[config.mk]
export PLATFORM = sky130hd
export DESIGN_NAME = mem_stage
export DESIGN_NICKNAME = d
export VERILOG_FILES = /design/src/rtl/mem_stage.sv
export SDC_FILE = /design/constraint.sdc
export NUM_CORES = 1
export LEC_CHECK = 0
export BUFFER_PORTS_ARGS = -buffer_cell sky130_fd_sc_hd__buf_2
export CAP_MARGIN = 20
export CORE_AREA = 2 2 182 184
export CTS_CLUSTER_SIZE = 28
export DETAILED_ROUTE_END_ITERATION = 12
export DIE_AREA = 0 0 184 186
export HOLD_SLACK_MARGIN = 0.1
export PLACE_DENSITY = 0.58
export SETUP_SLACK_MARGIN = 0.15
export SLEW_MARGIN = 0
export SYNTH_ARGS = -nofsm -noshare
export SYNTH_HDL_FRONTEND = slang
export SYNTH_SLANG_ARGS = --single-unit
[constraint.sdc]
create_clock -name clk -period 1.95 [get_ports clk]
set_input_delay 0.39 -clock clk [delete_from_list [all_inputs] [get_ports clk]]
set_output_delay 0.39 -clock clk [all_outputs]
set_load 0.005 [all_outputs]
[src/rtl/mem_stage.sv]
// mem_stage
// ---------------------------------------------------------------------------
// Memory-access stage of the 5-stage core, sitting between EXE and WB.
// It holds at most one instruction. A bundle from EXE is taken over the
// left valid/ready handshake. Loads and stores are then issued on the
// data-memory request/response port. The finished write-back bundle is
// presented to WB over the right valid/ready handshake.
//
// Ports:
//   clk, reset      clock, synchronous active-high reset
//   ex_ctrl_bus     213-bit bundle from EXE
//   left_valid      EXE bundle valid
//   left_ready      stage can take a bundle this cycle (combinational)
//   right_valid     mem_ctrl_bus valid toward WB
//   right_ready     WB accepts
//   mem_ctrl_bus    103-bit {inst_valid, PC, Inst, wreg_index, wreg_en, wb_data}
//   mem_bypass      38-bit {wb_data, wreg_index, wreg_en & right_valid}
//   data_req        memory request (high only while requesting)
//   data_we         store request
//   data_addr       word-aligned request address
//   data_wstrb      byte strobes (zero for loads)
//   data_wdata      lane-replicated store data
//   data_gnt        memory accepted the request
//   data_rvalid     read data valid
//   data_rdata      read data word
// ---------------------------------------------------------------------------
module mem_stage (
    input  logic         clk,
    input  logic         reset,
    input  logic [212:0] ex_ctrl_bus,
    input  logic         left_valid,
    output logic         left_ready,
    output logic         right_valid,
    input  logic         right_ready,
    output logic [102:0] mem_ctrl_bus,
    output logic [37:0]  mem_bypass,
    output logic         data_req,
    output logic         data_we,
    output logic [31:0]  data_addr,
    output logic [3:0]   data_wstrb,
    output logic [31:0]  data_wdata,
    input  logic         data_gnt,
    input  logic         data_rvalid,
    input  logic [31:0]  data_rdata
);

    typedef enum logic [1:0] {
        IDLE = 2'd0,
        REQ  = 2'd1,
        WAIT = 2'd2,
        FULL = 2'd3
    } state_t;

    localparam logic [6:0] OPC_LOAD  = 7'b0000011;
    localparam logic [6:0] OPC_STORE = 7'b0100011;

    state_t state, next_state;

    // Fields of the incoming EXE bundle
    logic        in_inst_valid;
    logic [31:0] in_pc;
    logic [31:0] in_inst;
    logic [4:0]  in_wreg_index;
    logic        in_wreg_en;
    logic [31:0] in_store_data;
    logic [31:0] in_addr;
    logic [2:0]  in_funct3;
    logic        in_is_load;
    logic        in_is_store;
    logic        in_is_mem;
    logic        accept;

    // Bits of the EXE bundle this stage has no use for
    logic        unused_ex_bits;

    // Held instruction
    logic        inst_valid_q;
    logic [31:0] pc_q;
    logic [31:0] inst_q;
    logic [4:0]  wreg_index_q;
    logic        wreg_en_q;
    logic [1:0]  addr_lo_q;
    logic [2:0]  funct3_q;
    logic        is_load_q;
    logic [31:0] wb_data_q;

    // Store encoding of the incoming bundle and load extraction of the held one
    logic [3:0]  st_wstrb;
    logic [31:0] st_wdata;
    logic [7:0]  ld_byte;
    logic [15:0] ld_half;
    logic [31:0] ld_value;

    assign in_inst_valid  = ex_ctrl_bus[198];
    assign in_pc          = ex_ctrl_bus[165:134];
    assign in_inst        = ex_ctrl_bus[133:102];
    assign in_wreg_index  = ex_ctrl_bus[101:97];
    assign in_wreg_en     = ex_ctrl_bus[96];
    assign in_store_data  = ex_ctrl_bus[95:64];
    assign in_addr        = ex_ctrl_bus[31:0];
    assign in_funct3      = in_inst[14:12];
    assign unused_ex_bits = ^{ex_ctrl_bus[212:199], ex_ctrl_bus[197:166], ex_ctrl_bus[63:32]};

    // A bubble (inst_valid = 0) never touches memory, whatever its opcode.
    assign in_is_load  = in_inst_valid && (in_inst[6:0] == OPC_LOAD);
    assign in_is_store = in_inst_valid && (in_inst[6:0] == OPC_STORE);
    assign in_is_mem   = in_is_load || in_is_store;
    assign accept      = left_valid && left_ready;

    // Strobes and replicated write data for a store. funct3[1:0] gives the size.
    // A halfword ignores addr[0] and a word ignores addr[1:0]. Misaligned
    // accesses are not trapped.
    always_comb begin
        st_wstrb = 4'b0000;
        st_wdata = 32'h0;
        if (in_is_store) begin
            case (in_funct3[1:0])
                2'b00: begin
                    st_wstrb = 4'b0001 << in_addr[1:0];
                    st_wdata = {4{in_store_data[7:0]}};
                end
                2'b01: begin
                    st_wstrb = in_addr[1] ? 4'b1100 : 4'b0011;
                    st_wdata = {2{in_store_data[15:0]}};
                end
                default: begin
                    st_wstrb = 4'b1111;
                    st_wdata = in_store_data;
                end
            endcase
        end
    end

    // Pick the addressed byte or half out of the returned word. funct3[2]
    // selects zero- rather than sign-extension.
    always_comb begin
        ld_byte  = 8'h00;
        ld_half  = 16'h0000;
        ld_value = 32'h0;
        case (addr_lo_q)
            2'd0:    ld_byte = data_rdata[7:0];
            2'd1:    ld_byte = data_rdata[15:8];
            2'd2:    ld_byte = data_rdata[23:16];
            default: ld_byte = data_rdata[31:24];
        endcase
        ld_half = addr_lo_q[1] ? data_rdata[31:16] : data_rdata[15:0];
        case (funct3_q[1:0])
            2'b00:   ld_value = funct3_q[2] ? {24'h0, ld_byte} : {{24{ld_byte[7]}}, ld_byte};
            2'b01:   ld_value = funct3_q[2] ? {16'h0, ld_half} : {{16{ld_half[15]}}, ld_half};
            default: ld_value = data_rdata;
        endcase
    end

    // State register
    always_ff @(posedge clk) begin
        if (reset) begin
            state <= IDLE;
        end else begin
            state <= next_state;
        end
    end

    // Next state and handshake outputs. A FULL stage draining into WB can
    // take a new bundle in the same cycle, so it follows the IDLE rule then.
    always_comb begin
        next_state  = state;
        left_ready  = 1'b0;
        right_valid = 1'b0;
        case (state)
            IDLE: begin
                left_ready = 1'b1;
                if (accept) begin
                    next_state = in_is_mem ? REQ : FULL;
                end
            end
            REQ: begin
                if (data_gnt) begin
                    next_state = is_load_q ? WAIT : FULL;
                end
            end
            WAIT: begin
                if (data_rvalid) begin
                    next_state = FULL;
                end
            end
            FULL: begin
                right_valid = 1'b1;
                left_ready  = right_ready;
                if (right_ready) begin
                    if (accept) begin
                        next_state = in_is_mem ? REQ : FULL;
                    end else begin
                        next_state = IDLE;
                    end
                end
            end
            default: next_state = IDLE;
        endcase
    end

    // Datapath. The bundle is latched on accept. Request fields are registered
    // there and held untouched until the grant. wb_data is written when the
    // result becomes known.
    always_ff @(posedge clk) begin
        if (reset) begin
            inst_valid_q <= 1'b0;
            pc_q         <= 32'h0;
            inst_q       <= 32'h0;
            wreg_index_q <= 5'h0;
            wreg_en_q    <= 1'b0;
            addr_lo_q    <= 2'b00;
            funct3_q     <= 3'b000;
            is_load_q    <= 1'b0;
            wb_data_q    <= 32'h0;
            data_req     <= 1'b0;
            data_we      <= 1'b0;
            data_addr    <= 32'h0;
            data_wstrb   <= 4'h0;
            data_wdata   <= 32'h0;
        end else begin
            if (accept) begin
                inst_valid_q <= in_inst_valid;
                pc_q         <= in_pc;
                inst_q       <= in_inst;
                wreg_index_q <= in_wreg_index;
                wreg_en_q    <= in_wreg_en;
                addr_lo_q    <= in_addr[1:0];
                funct3_q     <= in_funct3;
                is_load_q    <= in_is_load;
                if (in_is_mem) begin
                    data_req   <= 1'b1;
                    data_we    <= in_is_store;
                    data_addr  <= {in_addr[31:2], 2'b00};
                    data_wstrb <= st_wstrb;
                    data_wdata <= st_wdata;
                end else begin
                    wb_data_q  <= in_addr;
                end
            end else if ((state == REQ) && data_gnt) begin
                data_req <= 1'b0;
                data_we  <= 1'b0;
                if (!is_load_q) begin
                    wb_data_q <= 32'h0;
                end
            end else if ((state == WAIT) && data_rvalid) begin
                wb_data_q <= ld_value;
            end
        end
    end

    assign mem_ctrl_bus = {inst_valid_q, pc_q, inst_q, wreg_index_q, wreg_en_q, wb_data_q};
    assign mem_bypass   = {wb_data_q, wreg_index_q, wreg_en_q & right_valid};

endmodule

# [Word-level counts from Yosys, hierarchy flattened]
# Cells that the tools add are included.
[word_totals] out_inout_bits=213 wordCells=79 in_bits=251 register_bits=179
[op_classes] bitwise=1 shift=1 eq_ne=16 n_reduce_logical=16 muxes=30
[op_table] op="$mux 32" n=8
[op_table] op="$pmux 32 s2" n=2
[op_table] op="$pmux 8 s3" n=1
[op_table] op="$mux 16" n=1
[op_table] op="$mux 2" n=6
[op_table] op="$ne 2x2->1 const B" n=6
[op_table] op="$eq 2x1->1 const B" n=4
[op_table] op="$logic_not 2->1" n=4
[op_table] op="$mux 4" n=2
[op_table] op="$pmux 2 s4" n=1
[op_table] op="$pmux 4 s2" n=1
[op_table] op="$eq 7x2->1 const B" n=1
[op_table] op="$eq 7x6->1 const B" n=1
[op_table] op="$mux 1" n=7
[op_table] op="$eq 2x2->1 const B" n=3
[op_table] op="$logic_and 1x1->1" n=5
[op_table] op="$reduce_and 2->1" n=2
[op_table] op="$reduce_and 4->1" n=1
[op_table] op="$shl 1x2->4 const A" n=1
[op_table] op="$ne 3x3->1 const B" n=1
[op_table] op="$reduce_and 3->1" n=1
[op_table] op="$reduce_bool 3->1" n=1
[op_table] op="$pmux 1 s2" n=1
[op_table] op="$reduce_bool 2->1" n=1
[op_table] op="2 further kinds" n=2

# [Longest topological paths before layout]
# Gate-level depths: netlist of the first run.
[depth] ltp_word=7 depth_mapped=10 mapped_depth_nobuf=7

# [Least setup slack after synthesis of the first run]
# No wires, ideal clock.
[synth_path] path_kind="register -> register" start="register state[0]" end="register data_we" path_stages_with_launch=10 path_buffers=2 required_time_ns=1.822 synth_period_minus_slack_ns=2.026 setup_ns=0.128 slack_ns=-0.076 arrival_time_ns=1.899 path_cell_list="dfxtp_1 > inv_1 > ha_1 > and2b_1 > and2_1 > buf_2 > buf_1 > o21ai_0 > a22oi_1 > nor2_1"
[synth_via] elab_chain_cells=5 elab_cells_between_ends=10 classes_between="3 x eq/ne; 2 x mux; 5 x reduce/logical"
[synth_lines] item="start: declaration" line_no="57" source="state_t state, next_state;"
[synth_lines] item="start signal: assignment" line_no="159" source="state <= next_state;"
[synth_lines] item="$eq 2x2->1 or $logic_not 2->1 (tied branches)" line_no="169" source="case (state)"
[synth_lines] item="$pmux 1 s2" line_no="169"
[synth_lines] item="$logic_and 1x1->1" line_no="108" source="assign accept = left_valid && left_ready;"
[synth_lines] item="$ne 2x2->1 (no source line) or $reduce_bool 2->1 (tied branches)"
[synth_lines] item="$reduce_and 2->1 (no source line)"
[synth_lines] item="end signal: assignment" line_no="232" source="data_we <= in_is_store;"
[synth_lines] item="end: declaration" line_no="38" source="output logic data_we,"
# Parallel ways exist; a longest one is shown, timed or not.
# A chain may end at the register's enable or synchronous reset.

# [Worst setup path in the final report of the first run]
[layout_path] start="register state[1]" end="register wb_data_q[15]"
[layout_via] elab_chain_cells=5 elab_cells_between_ends=14 classes_between="5 x eq/ne; 3 x mux; 6 x reduce/logical"
[layout_lines] item="$eq 2x2->1 or $logic_not 2->1 (tied branches)" line_no="169"
[layout_lines] item="$pmux 1 s2" line_no="169"
[layout_lines] item="$logic_and 1x1->1" line_no="108"
[layout_lines] item="$ne 3x3->1 (no source line) (tied with other cells)"
[layout_lines] item="$reduce_and 3->1 (no source line)"
[layout_lines] item="end signal: assignment" line_no="237" source="wb_data_q <= in_addr;"
[layout_lines] item="end signal: assignment" line_no="246" source="wb_data_q <= ld_value;"
[layout_lines] item="end: declaration" line_no="85" source="logic [31:0] wb_data_q;"
# Parallel ways exist; a longest one is shown, timed or not.

==> impl_metrics.tcl, run 1 <==
set metrics [dict create \
    status "complete, but fails checks" \
    violations "setup timing" \
    first_pass_iters 4 \
    cp-start-kind "flip-flop" \
    fp.dieW_um 184 \
    dp.final_hpwl_um 22900 \
    fin_setup_tns_ps -424 \
    antenna_found_initial 0 \
    p_seq_share_pct 31.3 \
    die_area_sq_mm 0.0342 \
    wl_per_cell_um 19.4 \
    vias_per_cell 4.89 \
    min_path_type "in -> reg" \
    path_clk_slew_ps 70 \
    dp_cells 1708 \
    yosys-top-cells-count "274 x nand2_1, 176 x dfxtp_1, 147 x a21oi_1, 50 x nor2_1, 43 x buf_4" \
    reg2reg_to "wb_data_q[15]" \
    core-area_sq_mm 0.0322 \
    numCtsBuffers 17 \
    place_congestion 0.821 \
    ir_drop_uv 798 \
    powerDensity_mw_per_mm2 1280 \
    antenna_cells 0 \
    areaGrowthSynthToFinish_pct 52.4 \
    critical_path_class "reg -> reg" \
    async_flop_share_pct 0 \
    routed_wl_um 34300 \
    yosysMostFrequentCell "nand2_1" \
    synthFlopType "dfxtp_1" \
    placed_cell_area_sq_mm 0.0103 \
    synth.distinct_cells 45 \
    slowest_stage "dfxtp_2" \
    hold-worst-slack_ps 174 \
    synth_edf_count 0 \
    drive_gt1_share_pct 46.9 \
    cts_tree "done" \
    drtAntennaViolNets 0 \
    num_vias 8634 \
    grt.overflow.total 0 \
    finalMaxSlewViolations 0 \
    reg2reg_slack_ps -40 \
    arrival_ps 2330 \
    pre_cts_slack_ps -125 \
    nets 1601 \
    fillers 3363 \
    rr_worst_depth 9 \
    maxCapViolCount 0 \
    synth_area_leader_cell "dfxtp_1" \
    worst_pin_slew_ps 802 \
    start_util_pct 24.7 \
    ys_ff_latch 176 \
    relSlewSlack_pct 46.6 \
    syn_area_sq_mm 0.00794 \
    cts_buffer_depth 2 \
    swShare_pct 37.5 \
    setup_viol 24 \
    layout_setup_ws_ps -43.0 \
    syn_inst 994 \
    internal-power_mw 9.69 \
    die_height_um 186 \
    rows 66 \
    layout.cells.non_filler 1767 \
    avgSynthCellArea_sq_um 7.99 \
    ys_seq_area_share_pct 44.4 \
    cts_htree_levels 4 \
    worstHoldPathCells 3 \
    post-route-util_pct 37.6 \
    critPathMaxFanout 6 \
    synth_area_leaders "dfxtp_1 44%, nand2_1 13%, a21oi_1 9.3%" \
    post-route-period-util_pct 102 \
    grt_max_degree 65 \
    pin_count 464 \
    combinationalPowerShare_pct 45.0 \
    slowest_delay_ps 350 \
    drc 0 \
    hold_viol 0 \
    cts-root-buf "clkbuf_16" \
    grt_pass1_vias 7976 \
    grt_setup_unrepaired "true" \
    critPathCaptureType "flip-flop" \
    final_area_sq_mm 0.0121 \
    path_cells "inv_2 > ha_4 > and2b_4 > a21oi_4 > buf_12 > and2_4 > buf_6 > a32o_2 > o221a_1" \
    finClkSkew_ps 8.59 \
    grt_use_total_pct 18.3 \
    whs_endpoint "pc_q[3]" \
    drtIter0Drc 377 \
    portBuffers 383 \
    grt_first_pass_wirelength_um 47100 \
    p_sw_mw 5.82 \
    period_needed_ps 1990 \
    clock-sinks 176 \
    total_power_mw 15.5 \
    yosys_warnings 0 \
    clk_latency_ps 450 \
    synth_top_area_share_pct 44.4 \
    r2r_start "state[1]" \
    leakagePower_nw 5.47 \
    clkPwrFrac_pct 23.8 \
    clock.fmax_ghz 0.502 \
    cp.required_ps 2290 \
    hp-start "ex_ctrl_bus[137]" \
]
## power groups by stage
stage | Sequential [mW] | Combinational (mW) | Clock (mW)
after floorplan | 4.84 | 3.25 | 0
after global placement | 4.90 | 5.15 | 0
after detailed placement | 4.93 | 5.20 | 0
after CTS | 4.86 | 5.79 | 3.79
after global routing | 4.95 | 7.50 | 3.91
final | 4.85 | 6.98 | 3.69
## cells in the final DEF (no fill, tap or decap), types with 15 or more instances in the layout
master	synthesis	routed
buf_2	19	382
mux2_2	18	17
nand2_1	274	226
mux2i_1	16	15
inv_1	20	18
nand2_4	0	41
dfxtp_1	176	174
buf_12	0	20
clkbuf_16	0	26
a21oi_1	147	95
nand3_1	34	34
buf_4	43	29
o2bb2ai_1	23	18
nor2_1	50	46
a21oi_2	1	52
o221a_1	22	22
## final cells by class
class                      count  area (sq um)  area share [%]
timing repair buffer         454          3010            24.9
sequential                   176          3530            29.2
tap                          408           510            4.22
multi-input combinational    677          4350            36.0
inverter                      20          77.6           0.641
clock inverter                13           168            1.39
clock buffer                  19           453            3.74
## worst max path at each step
| stage | from | end | slack [ps] | cells past startpoint |
|---|---|---|---|---|
| 6_report | state[1] | wb_data_q[15] | -40 | 9 |
| 3_5_place_dp | ex_ctrl_bus[104] | wb_data_q[31] | -120 | 6 |
| 3_3_place_gp | state[0] | wb_data_q[30] | -100 | 9 |
| 2_1_floorplan | state[0] | data_addr[10] | 130 | 9 |
| 4_1_cts | state[0] | wb_data_q[18] | -80 | 9 |
| 5_1_grt | state[0] | wb_data_q[15] | -110 | 9 |
## cells by family after synthesis
family                   Yosys count  synth area share (%)
AO/OA/AOI/OAI                    256                  21.3
adder cells (fa/ha/maj)            4                 0.630
buffers and inverters            142                  9.51
flip-flops                       176                  44.4
multiplexers                      35                  4.85
other                              1                0.0472
AND/OR/NAND/NOR                  380                  19.3
## routing by layer
metal	GRT usage (%)	vias to the layer above	wire, um
li1	-	4083	-
met1	20.9	4133	13900
met2	32.0	361	17200
met3	4.62	57	2130
met4	8.45	0	1100
met5	0	-	0
## repair_timing
item                                    4_1_cts  5_1_grt
endpoints found under the setup margin      173      179
resized for setup                            31      155
setup buffers                                 5        5
pin swaps                                     3       83
gates cloned                                  6       11
hold buffers                                  0        0
## state kept, by name, summed over array words and instances, names as in the netlist
name / flops
data_wdata: 32
pc_q: 32
is_load_q: 1
data_req: 1
data_addr: 30
wreg_en_q: 1
addr_lo_q: 2
inst_q: 32
inst_valid_q: 1
wb_data_q: 32
state: 2
wreg_index_q: 5
data_we: 1
data_wstrb: 4
## critical path, delay by kind of cell (launching register included)
kind / cells / cell delay, ps
AO/OA/AOI/OAI: 3 / 500
flip-flops: 1 / 350
adder cells (fa/ha/maj): 1 / 230
AND/OR/NAND/NOR: 2 / 490
buffers and inverters: 3 / 320
Power figures use the tool's default switching activity.
==> inputs of run 2 (changes only) <==
- CTS_BUF_LIST: not set -> sky130_fd_sc_hd__clkbuf_2
- SKIP_LAST_GASP: not set -> 1
==> run 2 against run 1 <==
The flow still finishes with violations (setup timing). Utilization is 19 points higher. Via count is 25% higher. Design area is 50% higher. Combinational power is 56% higher. Global-route usage is 5.6 points higher. Register-to-register slack worse by 310 ps. Worst hold slack better by 95 ps. Critical endpoint is now left_ready. Largest power group unchanged.
==> impl_metrics.tcl, run 2 (same netlist as run 1, synthesis figures left out) <==
set metrics [dict create \
    core-area_sq_mm 0.0322 \
    crit_family "flip-flops" \
    final_area_sq_mm 0.0182 \
    drive_gt1_share_pct 69.1 \
    placed_cell_area_sq_mm 0.0103 \
    grt_max_degree 65 \
    fp.dieW_um 184 \
    cts_htree_levels 4 \
    path_cells "inv_4 > ha_4 > a21o_1 > nor2b_4 > buf_6" \
    nets 1922 \
    drtIter0Drc 761 \
    cp_num_buf_inv 2 \
    pin_count 464 \
    worst_pin_slew_ps 1080 \
    portBuffers 383 \
    critPathMaxFanout 3 \
    cts-root-buf "clkbuf_2" \
    critPathCaptureType "output port" \
    layout_setup_ws_ps -355 \
    slowest_stage "dfxtp_4" \
    place_congestion 0.821 \
    pre_cts_slack_ps -125 \
    rows 66 \
    grt_pass1_vias 10500 \
    drtAntennaViolNets 0 \
    finClkSkew_ps 40.4 \
    dp.final_hpwl_um 22900 \
    clock.fmax_ghz 0.434 \
    grt_setup_unrepaired "true" \
    final_cell_mix "232 x buf_2, 189 x dlygate4sd3_1, 181 x buf_6" \
    post-route-util_pct 56.4 \
    ir_drop_uv 785 \
    numCtsBuffers 17 \
    routed_wl_um 48400 \
    start_util_pct 24.7 \
    maxCapViolCount 0 \
    cp-start-kind "flip-flop" \
    total_power_mw 18.4 \
    cts_tree "done" \
    clk_latency_ps 860 \
    period_needed_ps 2310 \
    num_vias 10800 \
    slowest_delay_ps 450 \
    grt.overflow.total 0 \
    powerDensity_mw_per_mm2 1010 \
    status "complete, but fails checks" \
    path_clk_slew_ps 310 \
    vias_per_cell 5.17 \
    drc 0 \
    grt_first_pass_wirelength_um 61300 \
    hold-worst-slack_ps 268 \
    arrival_ps 1920 \
    areaGrowthSynthToFinish_pct 129 \
    min_path_type "in -> reg" \
    antenna_found_initial 3 \
    clock-sinks 176 \
    die_height_um 186 \
    cp.required_ps 1560 \
    first_pass_iters 5 \
    post-route-period-util_pct 118 \
    leakagePower_nw 7.86 \
    wl_per_cell_um 23.2 \
    finalMaxSlewViolations 0 \
    layout_commonest_cell "buf_2" \
    violations "setup timing" \
    relSlewSlack_pct 28.0 \
    hold_viol 0 \
    cts_buffer_depth 2 \
    critical_path_class "reg -> out" \
    setup_viol 176 \
    grt_use_total_pct 23.9 \
    die_area_sq_mm 0.0342 \
]
## run 2: cell count changes in the layout (fill, tap and decap cells not counted), sizes merged
cell         previous run  this run
buf                   445       577
clkbuf                 28        26
diode                   0         2
dlygate4sd3             0       189
clkinv                  1         3
## run 2: stage by stage
stage | setup TNS, ps | std cells
after floorplan | 0 | 995
after global placement | -4980 | 1708
after detailed placement | -7700 | 1708
after CTS | -18140 | 2037
after global routing | -44820 | 2090
final | -34390 | 2090
## run 2: per-layer routing
| metal | global-route usage, % | up-vias | routed length [um] |
|---|---|---|---|
| met5 | 0 | - | 11 |
| met4 | 12.4 | 2 | 2530 |
| met3 | 6.30 | 170 | 3680 |
| met2 | 42.4 | 675 | 24700 |
| met1 | 26.3 | 5235 | 17500 |
| li1 | - | 4731 | - |
## run 2: worst paths after layout
kind	from	end	slack [ps]	depth (start not counted)
min	ex_ctrl_bus[163]	pc_q[29]	270	4
max reg2reg	state[1]	data_wdata[5]	-350	13
min reg2reg	inst_q[16]	inst_q[16]	480	2
max	state[1]	left_ready	-360	5
## run 2: layout make-up
class                           count  area (sq um)
Multi-Input combinational cell    677          5690
Timing Repair Buffer              775          7830
Clock buffer                       17          85.1
Fill cell                        2425         14000
Clock inverter                     15           175
Sequential cell                   176          3790
Inverter                           20          80.1
Antenna cell                        2          5.00
Tap cell                          408           510
## run 2: repair_timing
item,in CTS,in global routing
gates resized for setup,510,399
pin swaps,109,129
endpoints found under the setup margin,384,387
gates cloned,37,10
endpoints found under the hold margin,176,0
hold buffers,189,0
buffers inserted,71,41
## run 2: worst register-to-register path: stages (launching register included)
cell and delay (ps):
dfxtp_4 450, inv_4 50, ha_4 250, and2b_2 240, buf_6 130, nand2_8 60
nor3_4 210, buf_12 140, buf_12 120, buf_12 130, buf_12 100, buf_16 130
nand3_4 80, a21oi_2 150
## run 2: where the power goes
part / internal, mW / switching, mW
registers: 4.50 / 0.780
clock network: 0.636 / 1.56
logic: 5.99 / 4.92
total: 11.1 / 7.26
==> inputs of run 3 (changes only) <==
- RECOVER_POWER: not set -> 50
==> run 3 against run 2 <==
The run still ends with setup timing left. Non-clock buffer count stayed put. Utilization is 0.16 points lower. Power is 0.14% lower. Sequential share of layout area is 0.22 points lower. Worst setup slack stayed put. Critical path type unchanged. Highest routed layer unchanged.
==> impl_metrics.tcl, run 3 (same netlist as run 1, synthesis figures left out) <==
set metrics [dict create \
    setup_viol 176 \
    cts-root-buf "clkbuf_2" \
    fillers 2448 \
    layout_commonest_cell "buf_2" \
    cp.required_ps 1560 \
    critPathCaptureType "output port" \
    fp.dieW_um 184 \
    grt_max_degree 65 \
    finalMaxSlewViolations 0 \
    combinationalPowerShare_pct 59.4 \
    internal-power_mw 11.1 \
    rows 66 \
    grt_pass1_vias 10500 \
    status "complete, but fails checks" \
    cts_buffer_depth 2 \
    cp-start-kind "flip-flop" \
    slowest_stage "dfxtp_4" \
    post-route-period-util_pct 118 \
    period_needed_ps 2310 \
    relSlewSlack_pct 28.0 \
    slowest_delay_ps 450 \
    ir_drop_uv 785 \
    violations "setup timing" \
    vias_per_cell 5.17 \
    nets 1922 \
    swShare_pct 39.6 \
    placed_cell_area_sq_mm 0.0103 \
    critical_path_class "reg -> out" \
    clock.fmax_ghz 0.434 \
    cts_htree_levels 4 \
    min_path_type "in -> reg" \
    place_congestion 0.821 \
    num_vias 10800 \
    total_power_mw 18.4 \
    drive_gt1_share_pct 66.8 \
    start_util_pct 24.7 \
    p_sw_mw 7.26 \
    drc 0 \
    core-area_sq_mm 0.0322 \
    clkPwrFrac_pct 12.0 \
    grt_use_total_pct 23.9 \
    drtIter0Drc 761 \
    drtAntennaViolNets 0 \
    wl_per_cell_um 23.2 \
    hold_viol 0 \
    grt_setup_unrepaired "true" \
    p_seq_share_pct 28.6 \
    clock-sinks 176 \
    final_area_sq_mm 0.0181 \
    grt_first_pass_wirelength_um 61300 \
    die_height_um 186 \
    cts_tree "done" \
    layout_setup_ws_ps -355 \
    dp.final_hpwl_um 22900 \
    grt.overflow.total 0 \
    clk_latency_ps 860 \
    antenna_found_initial 3 \
    areaGrowthSynthToFinish_pct 128 \
    finClkSkew_ps 40.4 \
    leakagePower_nw 7.84 \
    path_clk_slew_ps 310 \
    pin_count 464 \
    path_cells "inv_4 > ha_4 > a21o_1 > nor2b_4 > buf_6" \
    maxCapViolCount 0 \
    final_cell_mix "232 x buf_2, 189 x dlygate4sd3_1, 181 x buf_6" \
    routed_wl_um 48400 \
    portBuffers 383 \
    first_pass_iters 5 \
    powerDensity_mw_per_mm2 1010 \
    die_area_sq_mm 0.0342 \
    numCtsBuffers 17 \
    worst_pin_slew_ps 1080 \
    critPathMaxFanout 3 \
    arrival_ps 1920 \
]
==> run 3: cell types whose count changed in the layout (fill, tap and decap cells not counted) <==
| cell | change |
|---|---|
| dfxtp_1 | +38 |
| dfxtp_4 | -1 |
| dfxtp_2 | -37 |
==> run 3: critical path, delay by kind of cell (launching register included) <==
| kind | cells | cell delay, ps |
|---|---|---|
| flip-flops | 1 | 450 |
| AO/OA/AOI/OAI | 1 | 170 |
| buffers and inverters | 2 | 150 |
| adder cells (fa/ha/maj) | 1 | 150 |
| AND/OR/NAND/NOR | 1 | 130 |
==> run 3: power groups by stage <==
stage | Clock, mW | Sequential [mW] | Combinational [mW]
2_1_floorplan | 0 | 4.84 | 3.25
3_3_place_gp | 0 | 4.90 | 5.15
3_5_place_dp | 0 | 4.93 | 5.20
4_1_cts | 2.25 | 5.10 | 8.54
5_1_grt | 2.39 | 5.32 | 11.4
6_report | 2.20 | 5.25 | 10.9
==> run 3: cell type report <==
type                            count  area, sq um  share of cell area, %
Sequential cell                   176         3740                   20.7
Clock inverter                     15          175                  0.967
Timing Repair Buffer              775         7830                   43.2
Antenna cell                        2         5.00                 0.0276
Inverter                           20         80.1                  0.442
Tap cell                          408          510                   2.82
Multi-Input combinational cell    677         5690                   31.4
Clock buffer                       17         85.1                  0.470
==> run 3: metrics by stage <==
stage | std cells | util [%] | hold WS, ps | TNS [ps] | setup WS, ps
after detailed placement | 1708 | 31.9 | 441 | -7700 | -125
after global placement | 1708 | 31.9 | 436 | -4980 | -96.9
after floorplan | 995 | - | 437 | 0 | 133
after CTS | 2037 | 49.0 | 127 | -18140 | -457
final | 2090 | 56.3 | 268 | -34270 | -355
after global routing | 2090 | 56.3 | 142 | -44720 | -525
==> run 3: timing repair <==
item,4_1_cts,5_1_grt
gates cloned,37,10
endpoints found under the setup margin,384,387
hold endpoints to repair,176,0
pin swaps,109,129
hold buffers,189,0
buffers inserted,71,41
gates resized for setup,510,399
==> run 3: path summary, 6_finish.rpt <==
check,from,to,slack [ps],depth (start not counted)
setup / recovery,state[1],left_ready,-360,5
hold reg to reg,inst_q[27],inst_q[27],480,2
setup reg to reg,state[1],data_wdata[5],-350,13
hold / removal,ex_ctrl_bus[163],pc_q[29],270,4
==> run 3: per-layer routing <==
layer	part of all wire (%)	wire (um)	vias up	GRT usage (%)
li1	-	-	4731	-
met1	36	17500	5235	26.3
met2	51	24700	675	42.4
met3	7.6	3680	170	6.30
met4	5.2	2530	2	12.4
met5	0.023	11	-	0
